[config.mk]
export PLATFORM = sky130hd
export DESIGN_NAME = t03_nes_poll_ctrl
export DESIGN_NICKNAME = d
export VERILOG_FILES = /design/src/rtl/t03_nes_pkg.sv /design/src/rtl/t03_sync2.sv /design/src/rtl/t03_nes_poll_ctrl.sv
export SDC_FILE = /design/constraint.sdc
export NUM_CORES = 1
export LEC_CHECK = 0
export ABC_AREA = 1
export BUFFER_PORTS_ARGS = -buffer_cell sky130_fd_sc_hd__buf_2
export CORE_ASPECT_RATIO = 1.2
export CORE_UTILIZATION = 55
export DETAILED_ROUTE_END_ITERATION = 8
export GPL_ROUTABILITY_DRIVEN = 0
export PLACE_DENSITY = 0.74
export RECOVER_POWER = 100
export SETUP_SLACK_MARGIN = 0.4
export SYNTH_ARGS = -nofsm -noshare
export SYNTH_HDL_FRONTEND = slang
export SYNTH_SLANG_ARGS = --single-unit
[constraint.sdc]
create_clock -name clk -period 3.74 [get_ports clk]
set_input_delay 0.374 -clock clk [delete_from_list [all_inputs] [get_ports clk]]
set_output_delay 0.374 -clock clk [all_outputs]
set_load 0.005 [all_outputs]
[src/rtl/t03_nes_pkg.sv]
// Shared types and default timing constants for the NES controller poller.
package t03_nes_pkg;

  // Defaults assume a 10 MHz system clock: 6 us nes_clk half-period, 60 Hz polls
  localparam int DEFAULT_CLK_DIV     = 60;
  localparam int DEFAULT_POLL_CYCLES = 166667;

  // A standard pad reports eight buttons per poll
  localparam int BUTTON_COUNT = 8;
  localparam logic [2:0] LAST_BIT = 3'(BUTTON_COUNT - 1);

  // Poll sequencer states
  typedef enum logic [2:0] {
    IDLE     = 3'd0,
    LATCH    = 3'd1,
    SAMPLE   = 3'd2,
    CLK_LOW  = 3'd3,
    CLK_HIGH = 3'd4,
    DONE     = 3'd5
  } nes_state_t;

endpackage

[src/rtl/t03_sync2.sv]
// Two-flop synchronizer bringing the asynchronous pad data into the clk domain.
module t03_sync2 (
  input  logic clk,
  input  logic rst_n,
  input  logic d,
  output logic q
);

  logic meta;

  // Both stages clear on reset so data reads 0 until the pad is sampled
  always_ff @(posedge clk or negedge rst_n) begin
    if (!rst_n) begin
      meta <= 1'b0;
      q    <= 1'b0;
    end else begin
      meta <= d;
      q    <= meta;
    end
  end

endmodule

[src/rtl/t03_nes_poll_ctrl.sv]
// NES controller poller: issues the latch pulse, eight shift clocks and
// per-bit capture strobes, either on request or from a free-running timer.
module t03_nes_poll_ctrl
  import t03_nes_pkg::*;
#(
  parameter int CLK_DIV     = DEFAULT_CLK_DIV,
  parameter int POLL_CYCLES = DEFAULT_POLL_CYCLES
) (
  input  logic clk,
  input  logic rst_n,
  input  logic poll_en,
  input  logic start,
  input  logic nes_data,
  output logic nes_latch,
  output logic nes_clk,
  output logic data,
  output logic button_en,
  output logic finished,
  output logic busy
);

  localparam int CNT_W = $clog2(2 * CLK_DIV);
  localparam int TMR_W = $clog2(POLL_CYCLES);

  localparam logic [CNT_W-1:0] LATCH_LAST = CNT_W'(2 * CLK_DIV - 1);
  localparam logic [CNT_W-1:0] HALF_LAST  = CNT_W'(CLK_DIV - 1);
  localparam logic [TMR_W-1:0] TMR_LAST   = TMR_W'(POLL_CYCLES - 1);

  nes_state_t       state;
  nes_state_t       state_next;
  logic [CNT_W-1:0] phase_cnt;
  logic [2:0]       bit_cnt;
  logic [TMR_W-1:0] poll_tmr;
  logic             poll_pending;
  logic             poll_tick;
  logic             launch;

  t03_sync2 u_sync (
    .clk   (clk),
    .rst_n (rst_n),
    .d     (nes_data),
    .q     (data)
  );

  assign poll_tick = (poll_tmr == TMR_LAST) && poll_en;
  assign launch    = (state == IDLE) && (start || poll_pending);

  // State register
  always_ff @(posedge clk or negedge rst_n) begin
    if (!rst_n) begin
      state <= IDLE;
    end else begin
      state <= state_next;
    end
  end

  // Next-state logic: latch, then eight samples separated by full nes_clk periods
  always_comb begin
    state_next = state;
    case (state)
      IDLE: begin
        if (start || poll_pending) begin
          state_next = LATCH;
        end
      end
      LATCH: begin
        if (phase_cnt == LATCH_LAST) begin
          state_next = SAMPLE;
        end
      end
      SAMPLE: begin
        if (bit_cnt == LAST_BIT) begin
          state_next = DONE;
        end else begin
          state_next = CLK_LOW;
        end
      end
      CLK_LOW: begin
        if (phase_cnt == HALF_LAST) begin
          state_next = CLK_HIGH;
        end
      end
      CLK_HIGH: begin
        if (phase_cnt == HALF_LAST) begin
          state_next = SAMPLE;
        end
      end
      DONE: begin
        state_next = IDLE;
      end
      default: begin
        state_next = IDLE;
      end
    endcase
  end

  // Moore outputs decoded from the current state only
  always_comb begin
    nes_latch = 1'b0;
    nes_clk   = 1'b1;
    button_en = 1'b0;
    finished  = 1'b0;
    busy      = 1'b1;
    case (state)
      IDLE:     busy      = 1'b0;
      LATCH:    nes_latch = 1'b1;
      SAMPLE:   button_en = 1'b1;
      CLK_LOW:  nes_clk   = 1'b0;
      CLK_HIGH: nes_clk   = 1'b1;
      DONE:     finished  = 1'b1;
      default:  busy      = 1'b0;
    endcase
  end

  // Phase counter times the latch pulse and each nes_clk half; restarts on every state change
  always_ff @(posedge clk or negedge rst_n) begin
    if (!rst_n) begin
      phase_cnt <= '0;
    end else if (state_next != state) begin
      phase_cnt <= '0;
    end else if (state == LATCH || state == CLK_LOW || state == CLK_HIGH) begin
      phase_cnt <= phase_cnt + 1'b1;
    end else begin
      phase_cnt <= '0;
    end
  end

  // Bit counter tracks which button is being captured; cleared when the poll ends
  always_ff @(posedge clk or negedge rst_n) begin
    if (!rst_n) begin
      bit_cnt <= '0;
    end else if (state == SAMPLE) begin
      bit_cnt <= bit_cnt + 3'd1;
    end else if (state == DONE) begin
      bit_cnt <= '0;
    end
  end

  // Free-running poll timer, independent of the sequencer
  always_ff @(posedge clk or negedge rst_n) begin
    if (!rst_n) begin
      poll_tmr <= '0;
    end else if (poll_tmr == TMR_LAST) begin
      poll_tmr <= '0;
    end else begin
      poll_tmr <= poll_tmr + 1'b1;
    end
  end

  // Single-entry request flag; a launch consumes it, so a coincident tick is absorbed
  always_ff @(posedge clk or negedge rst_n) begin
    if (!rst_n) begin
      poll_pending <= 1'b0;
    end else if (!poll_en) begin
      poll_pending <= 1'b0;
    end else if (launch) begin
      poll_pending <= 1'b0;
    end else if (poll_tick) begin
      poll_pending <= 1'b1;
    end
  end

endmodule

### Word-level counts from Yosys, hierarchy flattened

Index checks and enable logic that the tools add are counted.

* register bits: 34
* input bits: 5
* output and inout port bits: 6
* logic and storage cells: 48

* add/sub/neg operators: 3
* eq/ne operators: 11
* multiplexer cells: 19
* reduce and logical (&&, ||, !) cells: 8

Operators by type and width (number)
* 3-bit two-way mux: 7
* 18-bit by 1-bit adder with 18-bit output, second input constant: 1
* 18-bit == test, second input constant: 1
* 18-bit two-way mux: 1
* 3-bit one-hot mux with 5 select lines: 1
* 7-bit two-way mux: 2
* 3-bit == test, second input constant: 3
* 1-bit two-way mux: 8
* 7-bit by 1-bit adder with 7-bit output, second input constant: 1
* 7-bit by 6-bit == test with 1-bit output, second input constant: 1
* 7-bit == test, second input constant: 1
* 3-bit by 2-bit == test with 1-bit output, second input constant: 2
* 5-bit OR reduction: 1
* 3-bit by 1-bit adder with 3-bit output, second input constant: 1
* 3-bit by 1-bit == test with 1-bit output, second input constant: 1
* 3-bit zero test: 1
* 1-bit logical OR: 3
* 3-bit by 1-bit != test with 1-bit output, second input constant: 1
* 3-bit != test: 1
* 1-bit logical AND: 2
* 2-bit nonzero test: 1

### Longest topological paths before layout

Gate-level depths: netlist of the first run.

* depth after elaboration: 5
* depth in mapped cells: 10
* depth with buffers taken out: 10

### By module

A second synthesis of the first run with hierarchy kept.

* cell total of the unflattened synthesis: 234
* area, all modules: 1893.1 um2

By module, submodules not included
* t03_nes_poll_ctrl: times used 1, cells each 232, area each 1843.0 um2, sequential area each 800.8 um2
* t03_sync2: times used 1, cells each 2, area each 50.0 um2, sequential area each 50.0 um2

### Worst setup path after synthesis of the first run

OpenSTA, ideal clock, no wires.

* path type: reg2reg
* start: register phase_cnt[0]
* end: register phase_cnt[0]
* library setup time: 0.117 ns
* data arrival time: 1.304 ns
* required time: 3.623 ns
* setup slack: 2.319 ns
* cell stages (with the launch flop): 10
* path buffers: 0
* period minus slack after synthesis: 1.421 ns
* path through: dfrtp_1 ha_1 nand2_2 nor2_4 nand2_2 nand2_2 o21a_2 o21ai_2 nand2_4 nor2_2

* longest elaborated chain between the ends: 5
* elaborated cells between the ends (all ways): 10
* those cells by class: 1 x add/sub; 3 x eq/ne; 6 x mux

Ends and longest elaborated chain
* from (decl): line t03_nes_poll_ctrl.sv:31 `logic [CNT_W-1:0] phase_cnt;`
* from (signal assigned): line t03_nes_poll_ctrl.sv:122 `phase_cnt <= phase_cnt + 1'b1;`
* 7-bit by 6-bit == test with 1-bit output or 7-bit == test (tied branches): line t03_nes_poll_ctrl.sv:79, t03_nes_poll_ctrl.sv:84, t03_nes_poll_ctrl.sv:67
* 3-bit two-way mux, on equally long branches: line t03_nes_poll_ctrl.sv:84, t03_nes_poll_ctrl.sv:67, t03_nes_poll_ctrl.sv:79
* 3-bit one-hot mux with 5 select lines: line t03_nes_poll_ctrl.sv:60 `case (state)`
* 3-bit != test: line t03_nes_poll_ctrl.sv:119 `end else if (state_next != state) begin`
* 7-bit two-way mux (*): line t03_nes_poll_ctrl.sv:119

Mark *: on every way between the ends. The rest lies on a longest branch, timed or not.
A chain may end at the register's enable or synchronous reset.

### Final worst setup path of the first run

* start: register phase_cnt[0]
* end: register phase_cnt[0]

* longest elaborated chain between the ends: 5
* elaborated cells between the ends (all ways): 10
* those cells by class: 1 x add/sub; 3 x eq/ne; 6 x mux

Ends and longest elaborated chain
* 7-bit by 6-bit == test with 1-bit output or 7-bit == test (tied branches): line t03_nes_poll_ctrl.sv:79, t03_nes_poll_ctrl.sv:84, t03_nes_poll_ctrl.sv:67
* 3-bit two-way mux, on equally long branches: line t03_nes_poll_ctrl.sv:84, t03_nes_poll_ctrl.sv:67, t03_nes_poll_ctrl.sv:79
* 3-bit one-hot mux with 5 select lines (*): line t03_nes_poll_ctrl.sv:60
* net state_next[0]: line t03_nes_poll_ctrl.sv:30 `nes_state_t state_next;`
* 3-bit != test (*): line t03_nes_poll_ctrl.sv:119
* 7-bit two-way mux (*): line t03_nes_poll_ctrl.sv:119

Mark *: on every way through the listed nets, which the timed path passes. The rest lies on a longest branch.

==> qor.yml, run 1 <==
status: "complete, but fails checks"
violations: "capacitance limit, slew limit"
critPathLaunchType: "flop"
busiest_layer: "met2"
fin_crit_ns: 1.87
initial_core_util_pct: 59.8
ys_dominant_reg_cell: "dfrtp_1"
yosys.area.top_type: "dfrtp_1"
use_met3_pct: 5.48
core-area_sq_um: 3170
nNetsFinal: 260
crit_fanout: 7
max_freq_mhz: 534
antenna_found_initial: 0
root_buffer: "clkbuf_4"
synth_top_family_by_area: "simple AND/OR/NAND/NOR gates"
tritoncts: "yes"
areaGrowthSynthToFinish_pct: 6.08
cp.arrival_ns: 2.10
drtAntennaViolNets: 0
worstSetupEndpointType: "flop"
synth_fa_ha_area_share_pct: 3.30
fillCellCount: 297
port_buffers: 10
synthTopCellsByCount: "nand2_1, dfrtp_1, inv_1"
syn_area_per_cell_sq_um: 8.09
syn_area_sq_um: 1890
rsz0062_at_grt: "no"
clockBufferDepth: 2
crit_type: "reg -> reg"
synth_edf_count: 0
dr.pass1.iters: 4
fin_setup_tns_ns: 0
numCtsBuffers: 5
track_usage_pct: 22.8
synth_top_area_share_pct: 44.9
first_global_vias: 1505
wl_per_cell_um: 12.4
via_count: 1536
synthXorXnorAreaFrac_pct: 4.16
worstSkewPairLatency_ns: 0.33
ys_warn_count: 0
slew_headroom_pct: -16.6
synth-simple-area-share_pct: 33.6
slew_viol_final: 35
cts.sinks: 34
via_per_inst: 5.35
num_antenna_cells: 0
grt_overflow_total: 0
maxCapViolCount: 1
synth_most_common_cell: "nand2_1"
postCtsSetupRepairBufs: 0
yosys_register_bits: 34
synthMuxAreaShare_pct: 0
die_h_um: 66.3
clkTransAtPathRegs_ns: 0.11
final_area_sq_um: 2010
die_w_um: 55.6
dpl_cell_area_sq_um: 1980
min_path_type: "in -> reg"
synth_fp_nets: 244
postCtsHoldBufs: 0
io_pins: 11
synthTopCellsByArea: "dfrtp_1, nand2_1, inv_1, nor2_1, nand3_1"
hpwlAfterDp_mm: 2.63
worst_pin_slew_ns: 1.75
cts-htree-levels: 2
setup_viol: 0
fin_crit_sh_pct: 50.1
grt_pass1_wl_mm: 6.40
synth-compound-area-share_pct: 6.54
async_flop_share_pct: 100
wl_mm: 3.55
grt_max_degree: 35
critPathRequiredTime_ns: 3.96
ys_seq_area_share_pct: 44.9
cts_resized: 0
rows: 22
globalRouteMet2Util_pct: 40.1
drc: 0
synth_cell_types: 31
leakage_uw: 0.00103
p_per_area_nw_per_um2: 322
drive_gt1_share_pct: 13.9
die_area_sq_um: 3680
peakVddDrop_mv: 0.295
use_met1_pct: 25.7
first_iter_violations: 33
hold_violations: 0
fin_skew_ns: 0.00175
syn_inst: 234
[final cells by class]
| cell class | count | area [sq um] | share of cell area [%] |
|---|---|---|---|
| flip-flops and latches | 34 | 851 | 42.4 |
| multi-input cells | 163 | 850 | 42.3 |
| inverters | 36 | 136 | 6.79 |
| repair buffers | 10 | 48.8 | 2.43 |
| well taps | 36 | 45.0 | 2.24 |
| clock inverters | 3 | 40.0 | 1.99 |
| clock buffers | 5 | 37.5 | 1.87 |
[per-layer routing]
metal,up-vias,wire (um)
li1,784,-
met5,-,0
met4,0,118
met3,12,105
met1,708,1610
met2,32,1720
[state kept, by name (all words and copies together) (netlist names)]
register	flops
bit_cnt	3
phase_cnt	7
poll_pending	1
poll_tmr	18
state	3
u_sync.meta	1
u_sync.q	1
[placed cells by master, fill, tap and decap left out]
master,Yosys,routed
nor2_2,10,7
nand2_2,6,5
clkbuf_4,0,5
nand3_1,19,22
nor4_1,2,3
a31o_2,1,1
o21a_2,1,1
clkbuf_1,0,1
bufinv_16,0,1
dfrtp_1,34,34
buf_2,1,8
o21ai_0,6,7
inv_1,33,34
nand2_1,46,48
a22o_1,2,2
o211ai_1,2,2
nor2_1,28,32
ha_1,5,5
xor2_1,9,9
o21ai_2,1,1
clkbuf_2,0,1
nand4_1,7,7
nor3_1,5,6
clkinv_2,1,3
o211a_1,1,1
inv_2,2,1
or2_2,1,1
o21bai_1,2,2
a21oi_1,1,1
[path summary, 6_finish.rpt]
path,startpoint,to,slack [ns],cells after the start
hold reg to reg,u_sync.meta,u_sync.q,0.36,0
setup reg to reg,phase_cnt[0],phase_cnt[0],1.87,10
min in group asynchronous,rst_n,poll_tmr[14],0.49,1
max in group asynchronous,rst_n,state[2],2.25,1
hold / removal,nes_data,u_sync.meta,0.14,1
setup / recovery,phase_cnt[0],phase_cnt[0],1.87,10
[where the power goes]
part           switching, uW  internal, uW
Clock                    129           138
Combinational           7.77          1.95
Sequential             0.212           369
Total                    137           509
[through the flow]
stage          cells  worst slack, ns  hold WS, ns  utilization (%)  total power, uW
3_3_place_gp     279             2.16        0.333             62.6              386
2_1_floorplan    234             2.32       0.0784                -              377
6_report         287             1.87        0.138             63.4              646
4_1_cts          287             1.94       0.0998             65.1              656
5_1_grt          287             1.65        0.118             63.4              674
3_5_place_dp     279             2.14        0.336             62.6              386
[worst max-delay path: stages (launching register included)]
cell and delay [ns]:
dfrtp_1 0.40, ha_1 0.25, nand2_2 0.06, nor2_1 0.25, nand2_2 0.10, nand2_1 0.12, nand3_1 0.10, nand2_1 0.08
nand2_2 0.05, nand2_1 0.30, nor2_2 0.05
[cell families (layout without fill, tap and decap cells)]
logic type,Yosys count,in the layout
buffers and inverters,37,54
adders and majority gates,5,5
DFF,34,34
and+or+nand+nor,131,131
AOI/OAI and AO/OA,18,18
xor gates and xnor gates,9,9
No activity file was read; power rests on OpenSTA's default activity.
==> run 2: changes to the inputs <==
Settings changed: CORE_UTILIZATION 55 to 54, PLACE_DENSITY 0.74 to 0.76.
Clock period 3.74 ns to 1.6 ns, I/O delays scaled along.
==> run 2 against run 1 <==
The flow now finishes without violations. Final area increased by 21%. Critical path type unchanged. Register-to-register slack got worse by 1.8 ns. Highest routed layer unchanged. Critical path depth decreased by 4. Combinational power increased to 2.9 times the previous value.
==> qor.yml, run 2 (synthesis results as in run 1) <==
fin_skew_ns: 0.00796  # was 0.00175 ns
fin_crit_sh_pct: 94.2  # was 50.1%
status: "completed"  # was complete, but fails checks
first_global_vias: 1584  # was 1,505
most-common-layout-cells: "nand2_1, inv_1, dfrtp_1"  # unchanged
maxCapViolCount: 0  # was 1
worstHoldPathCells: 3  # was 1
largest_reg_flops: 18  # unchanged
critPathRequiredTime_ns: 1.78  # was 3.96 ns
core-area_sq_um: 3340  # was 3170 sq um
fin_hold_ws_ns: 0.108  # was 0.138 ns
numCtsBuffers: 5  # unchanged
root_buffer: "clkbuf_8"  # was clkbuf_4
grt_overflow_total: 0  # unchanged
port_buffers: 10  # unchanged
areaGrowthSynthToFinish_pct: 28.4  # was 6.08%
worstSkewPairLatency_ns: 0.29  # was 0.33 ns
setup_viol: 0  # unchanged
rsz0062_at_grt: "yes"  # was no
io_pins: 11  # unchanged
hpwlAfterDp_mm: 2.67  # was 2.63 mm
worstSetupEndpointType: "flop"  # unchanged
cts-htree-levels: 2  # unchanged
min_path_type: "in -> reg"  # unchanged
max_freq_mhz: 664  # was 534 MHz
grt_pass1_wl_mm: 6.44  # was 6.40 mm
drc: 0  # unchanged
finalNonFillerCells: 314  # was 287
fin_crit_ns: 1.51  # was 1.87 ns
worst_r2r_path_depth: 6  # was 10
slew_headroom_pct: 45.3  # was -16.6%
crit_type: "reg -> reg"  # unchanged
final_area_sq_um: 2430  # was 2010 sq um
wl_mm: 4.40  # was 3.55 mm
endpoint: "poll_tmr[9]"  # was phase_cnt[0]
die_w_um: 56.1  # was 55.6 um
p_per_area_nw_per_um2: 642  # was 322 nW/um^2
clockBufferDepth: 2  # unchanged
worstSetupStartpoint: "poll_tmr[3]"  # was phase_cnt[0]
drive_gt1_share_pct: 32.9  # was 13.9%
dpl_cell_area_sq_um: 2050  # was 1980 sq um
worst_pin_slew_ns: 0.821  # was 1.75 ns
via_count: 1708  # was 1,536
num_antenna_cells: 0  # unchanged
wl_per_cell_um: 14.0  # was 12.4 um
top_regs: "poll_tmr: 18 flops, phase_cnt: 7 flops"  # unchanged
dr.pass1.iters: 4  # unchanged
place_inst: 282  # was 279
initial_core_util_pct: 56.7  # was 59.8%
drtAntennaViolNets: 0  # unchanged
r2r-end: "poll_tmr[9]"  # was phase_cnt[0]
die_area_sq_um: 3750  # was 3680 sq um
tritoncts: "yes"  # unchanged
rows: 23  # was 22
die_h_um: 66.9  # was 66.3 um
hold_violations: 0  # unchanged
antenna_found_initial: 0  # unchanged
ff2ff_setup_slack_ns: 0.09  # was 1.87 ns
final_common_cell: "nand2_1"  # unchanged
clkTransAtPathRegs_ns: 0.07  # was 0.11 ns
peakVddDrop_mv: 0.626  # was 0.295 mV
nNetsFinal: 286  # was 260
crit_chain: "buf_6 -> nand2_4 -> nor2_1 -> clkbuf_1 -> nand3_1 -> o211a_1"  # was ha_1 -> nand2_2 -> nor2_1 -> nand2_2 -> nand2_1 -> nand3_1 -> nand2_1 -> nand2_2 -> nand2_1 -> nor2_2
grt_max_degree: 35  # unchanged
slew_viol_final: 0  # was 35
first_iter_violations: 101  # was 33
leakage_uw: 0.00121  # was 0.00103 uW
reg2reg_from: "poll_tmr[3]"  # was phase_cnt[0]
fillCellCount: 252  # was 297
critPathLaunchType: "flop"  # unchanged
top_register: "poll_tmr"  # unchanged
crit_slowest_cell: "dfrtp_1"  # unchanged
via_per_inst: 5.44  # was 5.35
crit_fanout: 3  # was 7
fin_setup_tns_ns: 0  # unchanged
track_usage_pct: 22.3  # was 22.8%
cp.arrival_ns: 1.68  # was 2.10 ns
slowest_delay_ns: 0.39  # was 0.40 ns
cts.sinks: 34  # unchanged
## run 2: changes by cell type in the layout (fill, tap and decap cells not counted), sizes merged
| cell | before | now |
|---|---|---|
| buf | 8 | 30 |
| bufinv | 1 | 0 |
| clkbuf | 7 | 10 |
| clkinv | 3 | 2 |
| clkinvlp | 0 | 1 |
| dlygate4sd3 | 0 | 2 |
## run 2: where the power goes
| part | leakage [uW] | internal (uW) | switching (uW) | total [uW] |
|---|---|---|---|---|
| registers | 0.000434 | 861 | 0.539 | 862 |
| logic | 0.000727 | 8.92 | 19.0 | 27.9 |
| clock network | 0.0000472 | 346 | 323 | 669 |
## run 2: final cells by class
| cell class | count | area, sq um | share of cell area [%] |
|---|---|---|---|
| inverter | 36 | 139 | 5.72 |
| clock inverter | 2 | 12.5 | 0.515 |
| multi-input combinational | 163 | 1040 | 42.7 |
| tap | 37 | 46.3 | 1.91 |
| sequential | 34 | 856 | 35.2 |
| timing repair buffer | 36 | 255 | 10.5 |
| clock buffer | 6 | 82.6 | 3.40 |
## run 2: how the worst min path moves through the flow
stage	start	end	slack (ns)
3_5_place_dp	rst_n	poll_tmr[14]	0.21
4_1_cts	poll_en	poll_pending	0.08
6_report	poll_en	poll_pending	0.11
3_3_place_gp	rst_n	poll_tmr[10]	0.21
5_1_grt	poll_en	poll_pending	0.13
2_1_floorplan	rst_n	bit_cnt[0]	-0.14
## run 2: per-layer routing
metal	track usage, %	routed length (um)	part of all wire (%)
met5	0	0	0
met4	12.5	129	2.9
met3	5.05	182	4.1
met2	42.4	2380	54
met1	22.2	1710	39
## run 2: critical path: cells and delay by family, from the launching register on
kind | cells | cell delay [ns]
buf+inv | 2 | 0.30
simple gates | 3 | 0.44
compound gates | 1 | 0.26
flops | 1 | 0.39
## run 2: per-stage QoR
stage,worst slack [ns],power (uW),utilization [%]
after floorplan,0.230,881,-
after global placement,0.167,905,61.3
after detailed placement,0.130,905,61.3
after CTS,0.183,1570,69.2
after global routing,0.0577,1610,72.8
final,0.0933,1560,72.8
## run 2: timing repair
item                                    in CTS  in global routing
hold endpoints to repair                    35                  0
hold buffers                                 2                  0
pin swaps                                    6                  6
buffers inserted                            13                  9
gates resized for setup                     13                 36
endpoints found under the setup margin      31                 36
